===== src/rtl/uart_mm_host.sv =====
// Avalon-MM master for uart_mm_top. It programs the baud divider and control
// register, then polls status and moves bytes between the TX/RX streams and the FIFOs.
module uart_mm_host #(
  parameter logic [31:0] baud_limit = 32'd434,
  parameter logic [31:0] ctrl_init  = 32'h0000_3000
) (
  input  logic        clk,
  input  logic        reset,
  output logic        avmm_write_o,
  output logic        avmm_read_o,
  output logic [2:0]  avmm_address_o,
  output logic [31:0] avmm_writedata_o,
  output logic [3:0]  avmm_byteenable_o,
  input  logic        avmm_waitrequest_i,
  input  logic [31:0] avmm_readdata_i,
  input  logic [7:0]  tx_data_i,
  input  logic        tx_valid_i,
  output logic        tx_ready_o,
  output logic [7:0]  rx_data_o,
  output logic        rx_perr_o,
  output logic        rx_valid_o,
  input  logic        rx_ready_i,
  output logic        init_done_o
);

  typedef enum logic [2:0] {
    INIT_BAUD, INIT_CTRL, POLL, TX_WR, RX_RD, RX_OUT
  } state_t;

  localparam logic [2:0] ADDR_CTRL = 3'h0;
  localparam logic [2:0] ADDR_BAUD = 3'h1;
  localparam logic [2:0] ADDR_TXF  = 3'h4;
  localparam logic [2:0] ADDR_RXF  = 3'h5;

  state_t state;
  logic   rr;
  logic   rx_cand;
  logic   tx_cand;
  logic   unused_rdata;

  // Status bits are only meaningful in the cycle a POLL read completes.
  assign rx_cand      = ~avmm_readdata_i[0];
  assign tx_cand      = tx_valid_i & ~avmm_readdata_i[3];
  assign tx_ready_o   = (state == TX_WR) & ~avmm_waitrequest_i;
  assign unused_rdata = ^avmm_readdata_i[31:9];

  // NOTE: all state and registered outputs use non-blocking assignments so every
  // branch reads the pre-edge values, independent of statement order.
  always_ff @(posedge clk) begin
    if (reset) begin
      state             <= INIT_BAUD;
      rr                <= 1'b0;
      avmm_write_o      <= 1'b0;
      avmm_read_o       <= 1'b0;
      avmm_address_o    <= 3'h0;
      avmm_writedata_o  <= 32'h0;
      avmm_byteenable_o <= 4'h0;
      rx_data_o         <= 8'h0;
      rx_perr_o         <= 1'b0;
      rx_valid_o        <= 1'b0;
      init_done_o       <= 1'b0;
    end else begin
      case (state)
        INIT_BAUD: begin
          if (!avmm_write_o) begin
            avmm_write_o      <= 1'b1;
            avmm_address_o    <= ADDR_BAUD;
            avmm_writedata_o  <= baud_limit;
            avmm_byteenable_o <= 4'hF;
          end else if (!avmm_waitrequest_i) begin
            avmm_address_o   <= ADDR_CTRL;
            avmm_writedata_o <= ctrl_init;
            state            <= INIT_CTRL;
          end
        end
        INIT_CTRL: begin
          if (!avmm_waitrequest_i) begin
            avmm_write_o     <= 1'b0;
            avmm_read_o      <= 1'b1;
            avmm_address_o   <= ADDR_CTRL;
            avmm_writedata_o <= 32'h0;
            init_done_o      <= 1'b1;
            state            <= POLL;
          end
        end
        POLL: begin
          // With no candidate the read stays asserted, so a fresh poll follows.
          if (!avmm_waitrequest_i) begin
            if (rx_cand && (!tx_cand || !rr)) begin
              avmm_address_o <= ADDR_RXF;
              state          <= RX_RD;
            end else if (tx_cand) begin
              avmm_read_o      <= 1'b0;
              avmm_write_o     <= 1'b1;
              avmm_address_o   <= ADDR_TXF;
              avmm_writedata_o <= {24'h0, tx_data_i};
              state            <= TX_WR;
            end
          end
        end
        TX_WR: begin
          if (!avmm_waitrequest_i) begin
            avmm_write_o     <= 1'b0;
            avmm_read_o      <= 1'b1;
            avmm_address_o   <= ADDR_CTRL;
            avmm_writedata_o <= 32'h0;
            rr               <= 1'b0;
            state            <= POLL;
          end
        end
        RX_RD: begin
          if (!avmm_waitrequest_i) begin
            avmm_read_o              <= 1'b0;
            avmm_byteenable_o        <= 4'h0;
            {rx_perr_o, rx_data_o}   <= avmm_readdata_i[8:0];
            rx_valid_o               <= 1'b1;
            rr                       <= 1'b1;
            state                    <= RX_OUT;
          end
        end
        RX_OUT: begin
          if (rx_ready_i) begin
            rx_valid_o        <= 1'b0;
            avmm_read_o       <= 1'b1;
            avmm_address_o    <= ADDR_CTRL;
            avmm_byteenable_o <= 4'hF;
            state             <= POLL;
          end
        end
        default: state <= INIT_BAUD;
      endcase
    end
  end

endmodule


===== config.mk =====
export PLATFORM = sky130hd
export DESIGN_NAME = uart_mm_host
export DESIGN_NICKNAME = d
export VERILOG_FILES = /design/src/rtl/uart_mm_host.sv
export SDC_FILE = /design/constraint.sdc
export NUM_CORES = 1
export LEC_CHECK = 0
export ABC_AREA = 1
export BUFFER_PORTS_ARGS = -buffer_cell sky130_fd_sc_hd__buf_2
export CAP_MARGIN = 20
export CORE_ASPECT_RATIO = 0.6
export CORE_MARGIN = 1.5
export CORE_UTILIZATION = 47
export DETAILED_ROUTE_END_ITERATION = 8
export HOLD_SLACK_MARGIN = 0.12
export PLACE_DENSITY_LB_ADDON = 0.1
export REMOVE_ABC_BUFFERS = 1
export SYNTH_ARGS = -nofsm -noshare
export SYNTH_HDL_FRONTEND = slang
export SYNTH_SLANG_ARGS = --single-unit

===== constraint.sdc =====
create_clock -name clk -period 2.3 [get_ports clk]
set_input_delay 0.46 -clock clk [delete_from_list [all_inputs] [get_ports clk]]
set_output_delay 0.46 -clock clk [all_outputs]
set_load 0.005 [all_outputs]

# Word-level counts from Yosys, hierarchy flattened
# Cells that the tools add are included.
[op_classes] n_eq_ne=17 n_mux=41 bitwise=5 n_reduce_logical=22
[ops] operator="32-bit 2-to-1 mux" n=6
[ops] operator="32-bit case mux with 3 select lines" n=1
[ops] operator="3-bit 2-to-1 mux" n=14
[ops] operator="2-bit inequality test, second input constant" n=10
[ops] operator="3-bit case mux with 5 select lines" n=1
[ops] operator="7-bit AND reduction" n=2
[ops] operator="4-bit 2-to-1 mux" n=3
[ops] operator="3-bit case mux with 4 select lines" n=1
[ops] operator="4-bit case mux with 3 select lines" n=1
[ops] operator="1-bit 2-to-1 mux" n=10
[ops] operator="4-bit AND reduction" n=2
[ops] operator="4-bit nonzero test" n=2
[ops] operator="3-bit by 2-bit == test with 1-bit output, second input constant" n=2
[ops] operator="3-bit == test, second input constant" n=2
[ops] operator="3-bit inequality test, second input constant" n=2
[ops] operator="3-bit AND reduction" n=2
[ops] operator="6-bit AND reduction" n=1
[ops] operator="3-bit nonzero test" n=2
[ops] operator="5-bit AND reduction" n=1
[ops] operator="1-bit case mux with 2 select lines" n=2
[ops] operator="1-bit case mux with 4 select lines" n=1
[ops] operator="2-bit AND reduction" n=2
[ops] operator="2-bit nonzero test" n=2
[ops] operator="3-bit by 1-bit == test with 1-bit output, second input constant" n=1
[ops] operator="other kinds (8)" n=12
[word_totals] register_bits=56 inputBits=45 out_inout_bits=53 elab_cells=96

# Logic depth before layout (Yosys ltp)
# Gate-level depths: netlist (run 1).
[depth] ltp_word=8 mapped_depth=10 depth_no_buf=9

# Worst setup path after synthesis (run 1)
# OpenSTA, ideal clock, no wires.
[synth_path] path_type="in2reg" from="in avmm_waitrequest_i" to="reg avmm_writedata_o[0]" setup_ns=0.132 arrival_ns=1.288 required_time_ns=2.168 setup_slack_ns=0.879 cell_stages=5 n_path_buf=1 cell_sequence="buf_4 -> a31oi_2 -> nand2_2 -> nand2_1 -> a21oi_1"
[synth_via] elab_chain_len=2 word_cells_on_any_way=4 cone_classes="3 x eq/ne; 1 x reduce/logical"
[synth_rtl] element="from (decl)" line="14" source="input logic avmm_waitrequest_i,"
[synth_rtl] element="3-bit inequality test (no source line) / 2-bit inequality test (equally long branches)"
[synth_rtl] element="6-bit AND reduction (no source line) (*)"
[synth_rtl] element="to (signal assigned)" line="68" source="avmm_writedata_o <= baud_limit;"
[synth_rtl] element="to (signal assigned)" line="72" source="avmm_writedata_o <= ctrl_init;"
[synth_rtl] element="to (signal assigned)" line="96" source="avmm_writedata_o <= {24'h0, tx_data_i};"
[synth_rtl] element="to (decl)" line="12" source="output logic [31:0] avmm_writedata_o,"
# Every way passes the cells marked *; elsewhere a longest branch is shown, timed or not.
# A chain may end at the register's enable or synchronous reset.

# Final worst setup path (run 1)
[layout_path] from="reg state[0]" to="out tx_ready_o"
[layout_via] elab_chain_len=2
[layout_rtl] element="from (decl)" line="35" source="state_t state;"
[layout_rtl] element="from (signal assigned)" line="51" source="state <= INIT_BAUD;"
[layout_rtl] element="from (signal assigned)" line="73" source="state <= INIT_CTRL;"
[layout_rtl] element="from (signal assigned)" line="83" source="state <= POLL;"
[layout_rtl] element="3-bit by 2-bit == test with 1-bit output" line="44" source="assign tx_ready_o = (state == TX_WR) & ~avmm_waitrequest_i;"
[layout_rtl] element="1-bit AND" line="44"
[layout_rtl] element="to (decl)" line="18" source="output logic tx_ready_o,"
# No other way between the ends.

==> implementation parameters, run 1 <==
Parameter                              Value

Clock tree
  Worst skew pair latency    280 ps
  CTS tree    yes
  Post_cts resized    0
  Number of buffers on the longest clock path    2
  Num CTS Buffers    5
  Buffers inserted by post-CTS timing repair    0
  Clock slew seen by the registers of the worst setup and hold paths    ~70 ps
  TritonCTS sink count    31
  Number of H-tree branching levels    2
  Post-CTS Hold Fix Bufs    0
  Clock root buffer    clkbuf_8

Place
  Setup WS pre-CTS    581 ps
  Input/output buffers    53
  HPWL reported at the end of detailed placement    ~2.8 mm
  GP Congestion    0.873

Global route
  Vias in the first global route    1386
  Grt total ovfl    0
  Total global routing track utilization    approximately a fifth
  Initial antenna violation count    0
  Pin count of the biggest net entering global routing    21
  Wire length of the first global-routing pass    around 6.4 mm

STA
  RSZ-0062 raised after global routing    no
  Worst Tran Pin Value    about 520 ps
  Crit path time final    1990 ps
  Fmax    about 500 MHz
  Final setup violation count    0
  Headroom to the max-slew limit    between 60% and 70%
  Worst setup skew after layout    approximately 7.4 ps
  Number of pins exceeding their max-slew limit in the final report    0
  Count of endpoints failing hold in the final timing report    0
  Setup Total Neg Slack    0 ps
  Post-route setup slack    just over 300 ps
  Crit share post-route    86.7%

Finish
  Layout-stage area growth over the synthesis result    15.8%
  Commonest non-fill, non-tap cells in the layout    53 x nand2_1, 53 x buf_2, 31 x dfxtp_1
  Share of layout cells above drive strength 1    25.9%
  Diodes inserted    0
  Post-layout nets    334

Synth
  Mux cell area share after synthesis    0%
  Synth Area in Simple Gates    between 30 and 40%
  Sequential cell area fraction in the yosys report    37.1%
  Synthesized-area fraction occupied by adder cells    0%
  Synth Instances    between 200 and 250
  Flip-flop and latch count after synthesis    31
  Synth Area in XOR/XNOR    0%
  Synth Area in Compound Gates    ~14%
  Largest family of logic cells by synthesized area    simple AND/OR/NAND/NOR gates
  Most area-hungry cell type in the Yosys netlist    dfxtp_1
  Mean post-synth cell area    around 7 um^2
  Post-synthesis cell area    ~0.0017 mm^2
  Count of synthesis-stage warnings from yosys    0
  Post-synthesis cell type count    23
  Proportion of netlist area held by the largest area contributor    37.1%
  Most area-consuming cells after synthesis    dfxtp_1 37%, buf_4 13%, nand2_1 12%

Route
  DRC violations left    0
  Average via count per standard cell    around 4.8
  Aggregate routed wire length    3.80 mm
  Initial DRT Pass Iterations    4
  Number of vias after detailed routing    1593
  Routed wire length per instance    approximately 11 um
  Detailed router's first-iteration violation count    59
  Antenna violation net count after detailed routing    0

Die
  Number of primary I/O pins    98
  Row cnt    16
  Chip Width    80.0 um
  Die Area    slightly below 0.004 mm^2
  Starting density of the core    approximately 50%
  Overall die height    between 40 and 50 um
  Area of the core region    about 0.0033 mm^2

Critical path
  Cell mode on critical path    inv_1
  Data required time at the worst endpoint    1840 ps
  Minimum setup slack among reg-to-reg paths    between 600 and 700 ps
  Reg2reg path depth    5
  Kind of launch point of the worst setup path    register
  Maximum fanout encountered on the critical timing path    6
  Ordered cell list for the critical path    inv_1 > nor2_1 > nand3_1 > inv_1 > buf_2
  Longest individual stage delay on the worst path    480 ps
  Critical-path top delay cell    dfxtp_1
  Arrival time worst endpoint    ~1500 ps
  Classification of the worst setup path    reg2out
  Kind of end point of the critical path    primary output

Min path
  Type of the worst min-delay path    in2reg
  Worst Hold Path Cells    3

Flow run
  Number of maximum-capacitance violations    0

Pwr
  Leakage component of the power    1.01 nW
  Worst-case vdd ir drop    ~0.40 mV
  Power per standard cell area    roughly 890 mW/mm^2

Status
  Result of the run    complete, no violations
-- state kept, by name, indices dropped and copies added (netlist names), 3 cells and up --
name and cells:
avmm_writedata_o 10, rx_data_o 8, avmm_address_o 3, state 3
-- stage by stage --
step                      hold slack [ps]  instance area (um^2)  total power [W]  util, %  cells
after floorplan                       435                  1500          0.00107        -    227
after CTS                             394                  1940          0.00175     58.3    335
after global placement                433                  1840          0.00126     55.3    327
after detailed placement              441                  1840          0.00127     55.3    327
final                                 401                  1940          0.00173     58.3    335
after global routing                  419                  1940          0.00188     58.3    335
-- cell type report --
cell class | instances | area (um^2)
Clock buffer | 8 | 100
Timing Repair Buffer | 55 | 280
Inverter | 18 | 67.6
Multi-Input combinational cell | 178 | 812
Tap cell | 45 | 56.3
Sequential cell | 31 | 621
Fill cell | 344 | 1390
-- where the power goes --
group | internal (W) | switching [W]
registers | 0.000616 | 0.0000680
logic | 0.000219 | 0.000356
clock network | 0.000273 | 0.000200
total | 0.00111 | 0.000623
-- routing by layer --
layer,global-route usage (%),vias to the layer above,share of wire [%]
met1,29.4,691,50
li1,-,827,-
met2,30.5,71,40
met3,7.48,4,9.4
met5,0,-,0
met4,7.18,0,1.2
-- final timing paths --
path                                         start             endpoint
worst max register to register            state[1]  avmm_writedata_o[7]
worst max-delay path                      state[0]           tx_ready_o
worst min register to register   avmm_address_o[1]    avmm_address_o[1]
worst min-delay path            avmm_readdata_i[5]         rx_data_o[5]
-- kinds of logic after synthesis --
kind of cell    count (synthesis)
compound gates                 43
buf+inv                        52
flops                          31
other cells                     1
simple gates                  114
-- cell usage after synthesis --
cell type  count
a211oi_1       1
a21oi_1       22
a31oi_1        1
a31oi_2        1
buf_1          1
buf_4         30
buf_6          1
clkbuf_1       2
conb_1         1
dfxtp_1       31
inv_1         16
inv_2          2
nand2_1       53
nand2_2        3
nand3_1       16
nand3b_1       4
nand4_1        1
nor2_1        29
nor2_2         4
nor2_4         3
nor3_1         1
o21ai_0       16
o21ai_1        2
-- critical path, delay by kind of cell, from the launching register on --
family	cells	cell delay, ps
buffers and inverters	3	320
DFF	1	480
and+or+nand+nor	2	450
(Power assumes the default switching activity.)
==> run 2: changes to the inputs <==
--- a/config.mk
+++ b/config.mk
@@ -8,11 +8,14 @@
 export ABC_AREA = 1
 export BUFFER_PORTS_ARGS = -buffer_cell sky130_fd_sc_hd__buf_2
 export CAP_MARGIN = 20
+export CELL_PAD_IN_SITES_DETAIL_PLACEMENT = 1
+export CELL_PAD_IN_SITES_GLOBAL_PLACEMENT = 1
 export CORE_ASPECT_RATIO = 0.6
 export CORE_MARGIN = 1.5
-export CORE_UTILIZATION = 47
+export CORE_UTILIZATION = 31
 export DETAILED_ROUTE_END_ITERATION = 8
 export HOLD_SLACK_MARGIN = 0.12
+export MAX_ROUTING_LAYER = met4
 export PLACE_DENSITY_LB_ADDON = 0.1
 export REMOVE_ABC_BUFFERS = 1
 export SYNTH_ARGS = -nofsm -noshare
==> implementation parameters, run 2 (same netlist as run 1, synthesis figures left out) <==
Parameter                              Value

Status
  Result of the run    complete, no violations (unchanged)

Critical path
  Capturing point of the worst reg2reg path    avmm_writedata_o[1] (was avmm_writedata_o[7])
  CP startpoint    state[1] (was state[0])
  Reg2reg path depth    5 (unchanged)
  Minimum setup slack among reg-to-reg paths    480 ps (was 620 ps)
  Longest individual stage delay on the worst path    620 ps (was 480 ps)
  Maximum fanout encountered on the critical timing path    11 (was 6)
  Arrival time worst endpoint    1990 ps (was 1530 ps)
  Launch instance of the worst register-to-register path    state[1] (unchanged)
  Number of logic stages on the critical path including buffering    5 (unchanged)
  Kind of end point of the critical path    register (was primary output)
  Buffering stage count on the worst path with inverters included    0 (was 3)
  Kind of launch point of the worst setup path    register (unchanged)
  Ordered cell list for the critical path    nor2_4 > a31oi_2 > nand2_2 > nand2_1 > a21oi_1 (was inv_1 > nor2_1 > nand3_1 > inv_1 > buf_2)
  Critical-path top delay cell    dfxtp_1 (unchanged)
  Data required time at the worst endpoint    2470 ps (was 1840 ps)
  Gate family responsible for the most delay along the worst path    flip-flops (unchanged)
  Classification of the worst setup path    reg2reg (was reg2out)

Die
  Chip Width    97.8 um (was 80.0 um)
  Number of primary I/O pins    98 (unchanged)
  Overall die height    59.9 um (was 49.2 um)
  Row cnt    20 (was 16)
  Die Area    0.00586 mm^2 (was 0.00394 mm^2)
  Area of the core region    0.00513 mm^2 (was 0.00332 mm^2)
  Starting density of the core    32.6% (was 50.3%)

Pwr
  Power per standard cell area    928 mW/mm^2 (was 894 mW/mm^2)
  Worst-case vdd ir drop    0.248 mV (was 0.403 mV)
  Leakage component of the power    1.03 nW (was 1.01 nW)

Route
  Met1 Routed Length    2.45 mm (was 1.88 mm)
  Detailed router's first-iteration violation count    38 (was 59)
  Average via count per standard cell    4.43 (was 4.76)
  Metal2 WL    1.78 mm (was 1.52 mm)
  Initial DRT Pass Iterations    4 (unchanged)
  Routed wire length per instance    12.6 um (was 11.4 um)
  Sum of met3 wire segment lengths after detailed routing    220 um (was 358 um)
  Number of vias after detailed routing    1582 (was 1593)
  DRC violations left    0 (unchanged)
  Top Layer Used    met4 (unchanged)
  Aggregate routed wire length    4.50 mm (was 3.80 mm)
  Antenna violation net count after detailed routing    0 (unchanged)

Clock tree
  Worst skew pair latency    290 ps (was 280 ps)
  Number of buffers on the longest clock path    2 (unchanged)
  Post_cts resized    0 (unchanged)
  Clock root buffer    clkbuf_8 (unchanged)
  Buffers inserted by post-CTS timing repair    0 (unchanged)
  Clock slew seen by the registers of the worst setup and hold paths    70 ps (about the same)
  Post-CTS Hold Fix Bufs    0 (unchanged)
  Num CTS Buffers    5 (unchanged)
  Number of H-tree branching levels    2 (unchanged)
  TritonCTS sink count    31 (unchanged)
  CTS tree    yes (unchanged)

STA
  Fmax    550 MHz (was 502 MHz)
  Count of endpoints failing hold in the final timing report    0 (unchanged)
  Number of pins exceeding their max-slew limit in the final report    0 (unchanged)
  Worst Tran Pin Value    614 ps (was 523 ps)
  RSZ-0062 raised after global routing    no (unchanged)
  Setup Total Neg Slack    0 ps (unchanged)
  Final setup violation count    0 (unchanged)
  Worst setup skew after layout    5.46 ps (was 7.36 ps)
  Crit path time final    1820 ps (was 1990 ps)
  Crit share post-route    79.1% (was 86.7%)
  Post-Route Hold Slack    397 ps (was 401 ps)
  Headroom to the max-slew limit    58.9% (was 65.1%)

Global route
  Pin count of the biggest net entering global routing    21 (unchanged)
  Vias in the first global route    1514 (was 1386)
  Total global routing track utilization    16.4% (was 21.3%)
  Wire length of the first global-routing pass    7.17 mm (was 6.42 mm)
  Grt total ovfl    0 (unchanged)
  Initial antenna violation count    0 (unchanged)

Min path
  Worst Hold Path Cells    3 (unchanged)
  End point of the worst hold path    rx_data_o[1] (was rx_data_o[5])
  Type of the worst min-delay path    in2reg (unchanged)
  Hold_sp    avmm_readdata_i[1] (was avmm_readdata_i[5])

Finish
  Layout-stage area growth over the synthesis result    18.8% (was 15.8%)
  Number of flip-flops under the largest register name    10 (unchanged)
  Share of layout cells above drive strength 1    26.5% (was 25.9%)
  Diodes inserted    0 (unchanged)
  Post-layout nets    335 (was 334)
  Commonest non-fill, non-tap cells in the layout    53 x nand2_1, 53 x buf_2, 31 x dfxtp_1 (unchanged)
  Core occupancy in the finished layout    38.8% (was 58.3%)
  Registers with the most flip-flops    avmm_writedata_o: 10 flops, rx_data_o: 8 flops (unchanged)
  Register containing the most flip-flops in the final layout    avmm_writedata_o (unchanged)

Place
  Input/output buffers    53 (unchanged)
  HPWL reported at the end of detailed placement    3.39 mm (was 2.81 mm)
  GP Congestion    0.835 (was 0.873)

Flow run
  Number of maximum-capacitance violations    0 (unchanged)
==> run 2: cell count changes in the layout (fill, tap and decap cells not counted), sizes merged <==
cell | previous run | this run
clkbuf | 8 | 6
buf | 55 | 56
clkinv | 0 | 1
bufinv | 0 | 1
==> run 2: through the flow <==
| stage | setup WS [ps] | total power [W] | cells | instance area [um^2] |
|---|---|---|---|---|
| after floorplan | 930 | 0.00107 | 227 | 1500 |
| after CTS | 474 | 0.00187 | 357 | 1990 |
| final | 481 | 0.00184 | 357 | 1990 |
| after detailed placement | 505 | 0.00130 | 349 | 1870 |
| after global placement | 544 | 0.00129 | 349 | 1870 |
| after global routing | 359 | 0.00198 | 357 | 1990 |
==> run 2: final cells by class <==
| cell class | instances | area [um^2] |
|---|---|---|
| clock buffer | 6 | 82.6 |
| clock inverter | 2 | 35.0 |
| fill | 701 | 3140 |
| inverter | 18 | 67.6 |
| multi-input combinational | 178 | 812 |
| sequential | 31 | 621 |
| tap | 66 | 82.6 |
| timing repair buffer | 56 | 288 |
==> run 2: routing by layer <==
metal / vias to the layer above / global-route usage (%)
li1: 827 / -
met2: 40 / 23.8
met4: 0 / 4.29
met5: - / -
met1: 709 / 22.1
met3: 6 / 5.03
==> run 2: power breakdown <==
group | switching (W) | leakage [nW] | internal [W] | total, W
combinational | 0.000372 | 0.712 | 0.000224 | 0.000596
sequential | 0.0000686 | 0.253 | 0.000616 | 0.000685
clock | 0.000213 | 0.0612 | 0.000350 | 0.000564
total | 0.000655 | 1.03 | 0.00119 | 0.00184
==> run 2: worst max path at each step <==
stage,slack [ps],endpoint
5_1_grt,360,tx_ready_o
6_report,480,avmm_writedata_o[1]
2_1_floorplan,930,tx_ready_o
3_3_place_gp,540,avmm_writedata_o[7]
3_5_place_dp,510,avmm_writedata_o[1]
4_1_cts,470,tx_ready_o
==> run 2: tightest hold or removal path, delay by kind of cell <==
family,cells,cell delay [ps]
buffers and inverters,1,80
and+or+nand+nor,2,110
==> run 3: changes to the inputs <==
--- a/config.mk
+++ b/config.mk
@@ -5,14 +5,14 @@
 export SDC_FILE = /design/constraint.sdc
 export NUM_CORES = 1
 export LEC_CHECK = 0
-export ABC_AREA = 1
+export ABC_AREA = 0
 export BUFFER_PORTS_ARGS = -buffer_cell sky130_fd_sc_hd__buf_2
 export CAP_MARGIN = 20
 export CELL_PAD_IN_SITES_DETAIL_PLACEMENT = 1
 export CELL_PAD_IN_SITES_GLOBAL_PLACEMENT = 1
 export CORE_ASPECT_RATIO = 0.6
 export CORE_MARGIN = 1.5
-export CORE_UTILIZATION = 31
+export CORE_UTILIZATION = 30
 export DETAILED_ROUTE_END_ITERATION = 8
 export HOLD_SLACK_MARGIN = 0.12
 export MAX_ROUTING_LAYER = met4
==> constraint.sdc (replaced) <==
create_clock -name clk -period 1.7 [get_ports clk]
set_input_delay 0.34 -clock clk [delete_from_list [all_inputs] [get_ports clk]]
set_output_delay 0.34 -clock clk [all_outputs]
set_load 0.005 [all_outputs]
==> implementation parameters, run 3 <==
Parameter                              Value

Route
  Aggregate routed wire length    5.09 mm (was 4.50 mm)
  Detailed router's first-iteration violation count    45 (was 38)
  Antenna violation net count after detailed routing    0 (unchanged)
  DRC violations left    0 (unchanged)
  Average via count per standard cell    4.59 (was 4.43)
  Initial DRT Pass Iterations    4 (unchanged)
  Routed wire length per instance    13.9 um (was 12.6 um)
  Number of vias after detailed routing    1686 (was 1582)

Finish
  Commonest non-fill, non-tap cells in the layout    53 x buf_2, 31 x buf_4, 30 x nand2_1 (was 53 x nand2_1, 53 x buf_2, 31 x dfxtp_1)
  Number of flip-flops under the largest register name    10 (unchanged)
  Diodes inserted    0 (unchanged)
  Final std cell area, no fill    0.00233 mm^2 (was 0.00199 mm^2)
  Layout-stage area growth over the synthesis result    33.8% (was 18.8%)
  Most frequent standard cell in the layout excluding fill and tap cells    buf_2
  Number of filler cells placed in the layout    696 (was 701)
  Core occupancy in the finished layout    41.6% (was 38.8%)
  Share of layout cells above drive strength 1    38.0% (was 26.5%)
  Register containing the most flip-flops in the final layout    avmm_writedata_o (unchanged)
  Post-layout nets    331 (was 335)
  Registers with the most flip-flops    avmm_writedata_o: 10 flops, rx_data_o: 8 flops (unchanged)

Critical path
  CP startpoint    state[0] (was state[1])
  Data required time at the worst endpoint    1880 ps (was 2470 ps)
  Capturing point of the worst reg2reg path    avmm_writedata_o[8] (was avmm_writedata_o[1])
  Arrival time worst endpoint    1850 ps (was 1990 ps)
  Number of logic stages on the critical path including buffering    6 (was 5)
  Classification of the worst setup path    reg2reg (unchanged)
  Maximum fanout encountered on the critical timing path    8 (was 11)
  Kind of launch point of the worst setup path    register (unchanged)
  Buffering stage count on the worst path with inverters included    3 (was 0)
  Ordered cell list for the critical path    buf_6 > or2_1 > a211o_1 > buf_12 > buf_4 > a31o_1 (was nor2_4 > a31oi_2 > nand2_2 > nand2_1 > a21oi_1)
  Longest individual stage delay on the worst path    370 ps (was 620 ps)
  Minimum setup slack among reg-to-reg paths    20 ps (was 480 ps)
  Kind of end point of the critical path    register (unchanged)
  Critical-path top delay cell    dfxtp_4 (was dfxtp_1)
  Reg2reg path depth    6 (was 5)
  Gate family responsible for the most delay along the worst path    compound AO/OA/AOI/OAI gates (was flip-flops)
  Timing endpoint of the critical path    avmm_writedata_o[8] (was avmm_writedata_o[1])
  Launch instance of the worst register-to-register path    state[0] (was state[1])

STA
  Crit share post-route    98.7% (was 79.1%)
  Crit path time final    1680 ps (was 1820 ps)
  Final setup violation count    0 (unchanged)
  Count of endpoints failing hold in the final timing report    0 (unchanged)
  Post-Route Hold Slack    292 ps (was 397 ps)
  Setup Total Neg Slack    0 ps (unchanged)
  Fmax    596 MHz (was 550 MHz)
  Worst setup skew after layout    5.44 ps (was 5.46 ps)
  Number of pins exceeding their max-slew limit in the final report    0 (unchanged)

Clock tree
  Worst skew pair latency    280 ps (was 290 ps)
  Clock slew seen by the registers of the worst setup and hold paths    70 ps (about the same)
  Clock root buffer    clkbuf_8 (unchanged)
  TritonCTS sink count    31 (unchanged)
  Num CTS Buffers    5 (unchanged)
  Number of buffers on the longest clock path    2 (unchanged)
  Post-CTS Hold Fix Bufs    0 (unchanged)
  CTS tree    yes (unchanged)
  Number of H-tree branching levels    2 (unchanged)

Synth
  Post-synthesis cell type count    50 (was 23)
  Number of enable-type register cells in the synthesized netlist    0 (unchanged)
  Flip-flop and latch count after synthesis    31 (unchanged)
  Most area-consuming cells after synthesis    dfxtp_1 36%, buf_4 11%, nand2_1 6.5% (was dfxtp_1 37%, buf_4 13%, nand2_1 12%)
  Proportion of netlist area held by the largest area contributor    35.6% (was 37.1%)
  Synth Instances    210 (was 241)
  Count of synthesis-stage warnings from yosys    0 (unchanged)
  Post-synth top flop    dfxtp_1 (unchanged)
  Most area-hungry cell type in the Yosys netlist    dfxtp_1 (unchanged)
  Top cells by count, synth    31 x dfxtp_1, 30 x nand2_1, 25 x buf_4 (was 53 x nand2_1, 31 x dfxtp_1, 30 x buf_4)
  Sequential cell area fraction in the yosys report    35.6% (was 37.1%)
  Post-synthesis cell area    0.00174 mm^2 (was 0.00167 mm^2)
  Most instantiated library cell after synthesis    dfxtp_1 (was nand2_1)
  Mean post-synth cell area    8.29 um^2 (was 6.94 um^2)
  Fraction of synthesis flops using an asynchronous set or reset pin    0% (unchanged)

Min path
  Type of the worst min-delay path    in2reg (unchanged)

Pwr
  Leakage component of the power    1.08 nW (was 1.03 nW)
  Worst-case vdd ir drop    0.324 mV (was 0.248 mV)
  Overall power after layout    0.00220 W (was 0.00184 W)
  Power per standard cell area    942 mW/mm^2 (was 928 mW/mm^2)
  P_sw    0.000611 W (was 0.000655 W)
  Clk pwr share    34.8% (was 30.6%)
  Sw frac    27.8% (was 35.5%)
  Combinational group share of total power    27.6% (was 32.3%)
  Sequential Power Share    37.5% (was 37.1%)
  Internal power    0.00158 W (was 0.00119 W)

Die
  Chip Width    101 um (was 97.8 um)
  Die Area    0.00629 mm^2 (was 0.00586 mm^2)
  Starting density of the core    31.1% (was 32.6%)
  Overall die height    62.0 um (was 59.9 um)
  Row cnt    21 (was 20)
  Area of the core region    0.00560 mm^2 (was 0.00513 mm^2)
  Number of primary I/O pins    98 (unchanged)

Global route
  Initial antenna violation count    0 (unchanged)
  Pin count of the biggest net entering global routing    19 (was 21)
  Vias in the first global route    1473 (was 1514)
  Wire length of the first global-routing pass    7.69 mm (was 7.17 mm)
  Grt total ovfl    0 (unchanged)
  Total global routing track utilization    17.1% (was 16.4%)

Place
  Post-place instance area    0.00215 mm^2 (was 0.00187 mm^2)
  Input/output buffers    53 (unchanged)
  HPWL reported at the end of detailed placement    3.90 mm (was 3.39 mm)
  GP Congestion    0.815 (was 0.835)

Flow run
  Number of maximum-capacitance violations    0 (unchanged)

Status
  Result of the run    complete, no violations (unchanged)
-- run 3: worst register-to-register path: cells and delay by family, from the launching register on --
kind	cells	cell delay (ps)
buffers and inverters	3	440
and+or+nand+nor	1	230
DFF	1	370
AOI/OAI and AO/OA	2	530
-- run 3: routing by layer --
metal	global-route usage, %	share of wire (%)	vias up
met5	-	0	-
met4	4.17	0.61	0
met3	4.36	6.2	5
met1	25.0	55	787
met2	23.0	38	57
li1	-	-	837
-- run 3: worst min path at each step --
stage | endpoint | cells after the start | startpoint | slack, ps
floorplan | avmm_address_o[0] | 1 | reset | 410
global placement | rx_perr_o | 2 | rx_perr_o | 440
detailed placement | rx_data_o[6] | 2 | rx_data_o[6] | 440
CTS | rx_data_o[6] | 3 | avmm_readdata_i[6] | 280
global route | rx_perr_o | 3 | avmm_readdata_i[8] | 290
finish | rx_data_o[7] | 3 | avmm_readdata_i[7] | 290
-- run 3: power groups by stage --
stage	Sequential (W)	Combinational, W	Clock, W
4_1_cts	0.000823	0.000585	0.000793
6_report	0.000824	0.000607	0.000765
3_5_place_dp	0.000838	0.000583	0
3_3_place_gp	0.000838	0.000577	0
2_1_floorplan	0.000859	0.000264	0
5_1_grt	0.000832	0.000666	0.000835
-- run 3: cells by family (layout without fill, tap and decap cells) --
logic type | count (synthesis) | after routing | synth area share [%]
other cells | 1 | 21 | 0.215
mux | 8 | 8 | 5.75
flops | 31 | 31 | 35.6
compound gates | 50 | 50 | 19.3
buf+inv | 42 | 99 | 16.1
simple gates | 78 | 78 | 23.1
-- run 3: timing repair --
| item | in CTS | in global routing |
|---|---|---|
| pin swaps | 0 | 2 |
| setup endpoints to repair | 7 | 14 |
| hold endpoints to repair | 0 | 0 |
| resized for setup | 1 | 9 |
| buffers inserted | 0 | 4 |
| cloned | 0 | 0 |
-- run 3: final cells by class --
type | instances | area, um^2 | share of cell area [%]
multi-input cells | 157 | 927 | 39.8
inverters | 4 | 15.0 | 0.644
well taps | 80 | 100 | 4.30
clock inverters | 2 | 35.0 | 1.50
repair buffers | 87 | 541 | 23.2
flip-flops and latches | 31 | 629 | 27.0
clock buffers | 6 | 82.6 | 3.54
-- run 3: stage by stage --
stage / instances / setup WS [ps]
after floorplan: 192 / -152
after global placement: 355 / -95.3
after detailed placement: 355 / -95.4
after CTS: 363 / 0.345
after global routing: 367 / -8.03
final: 367 / 22.2
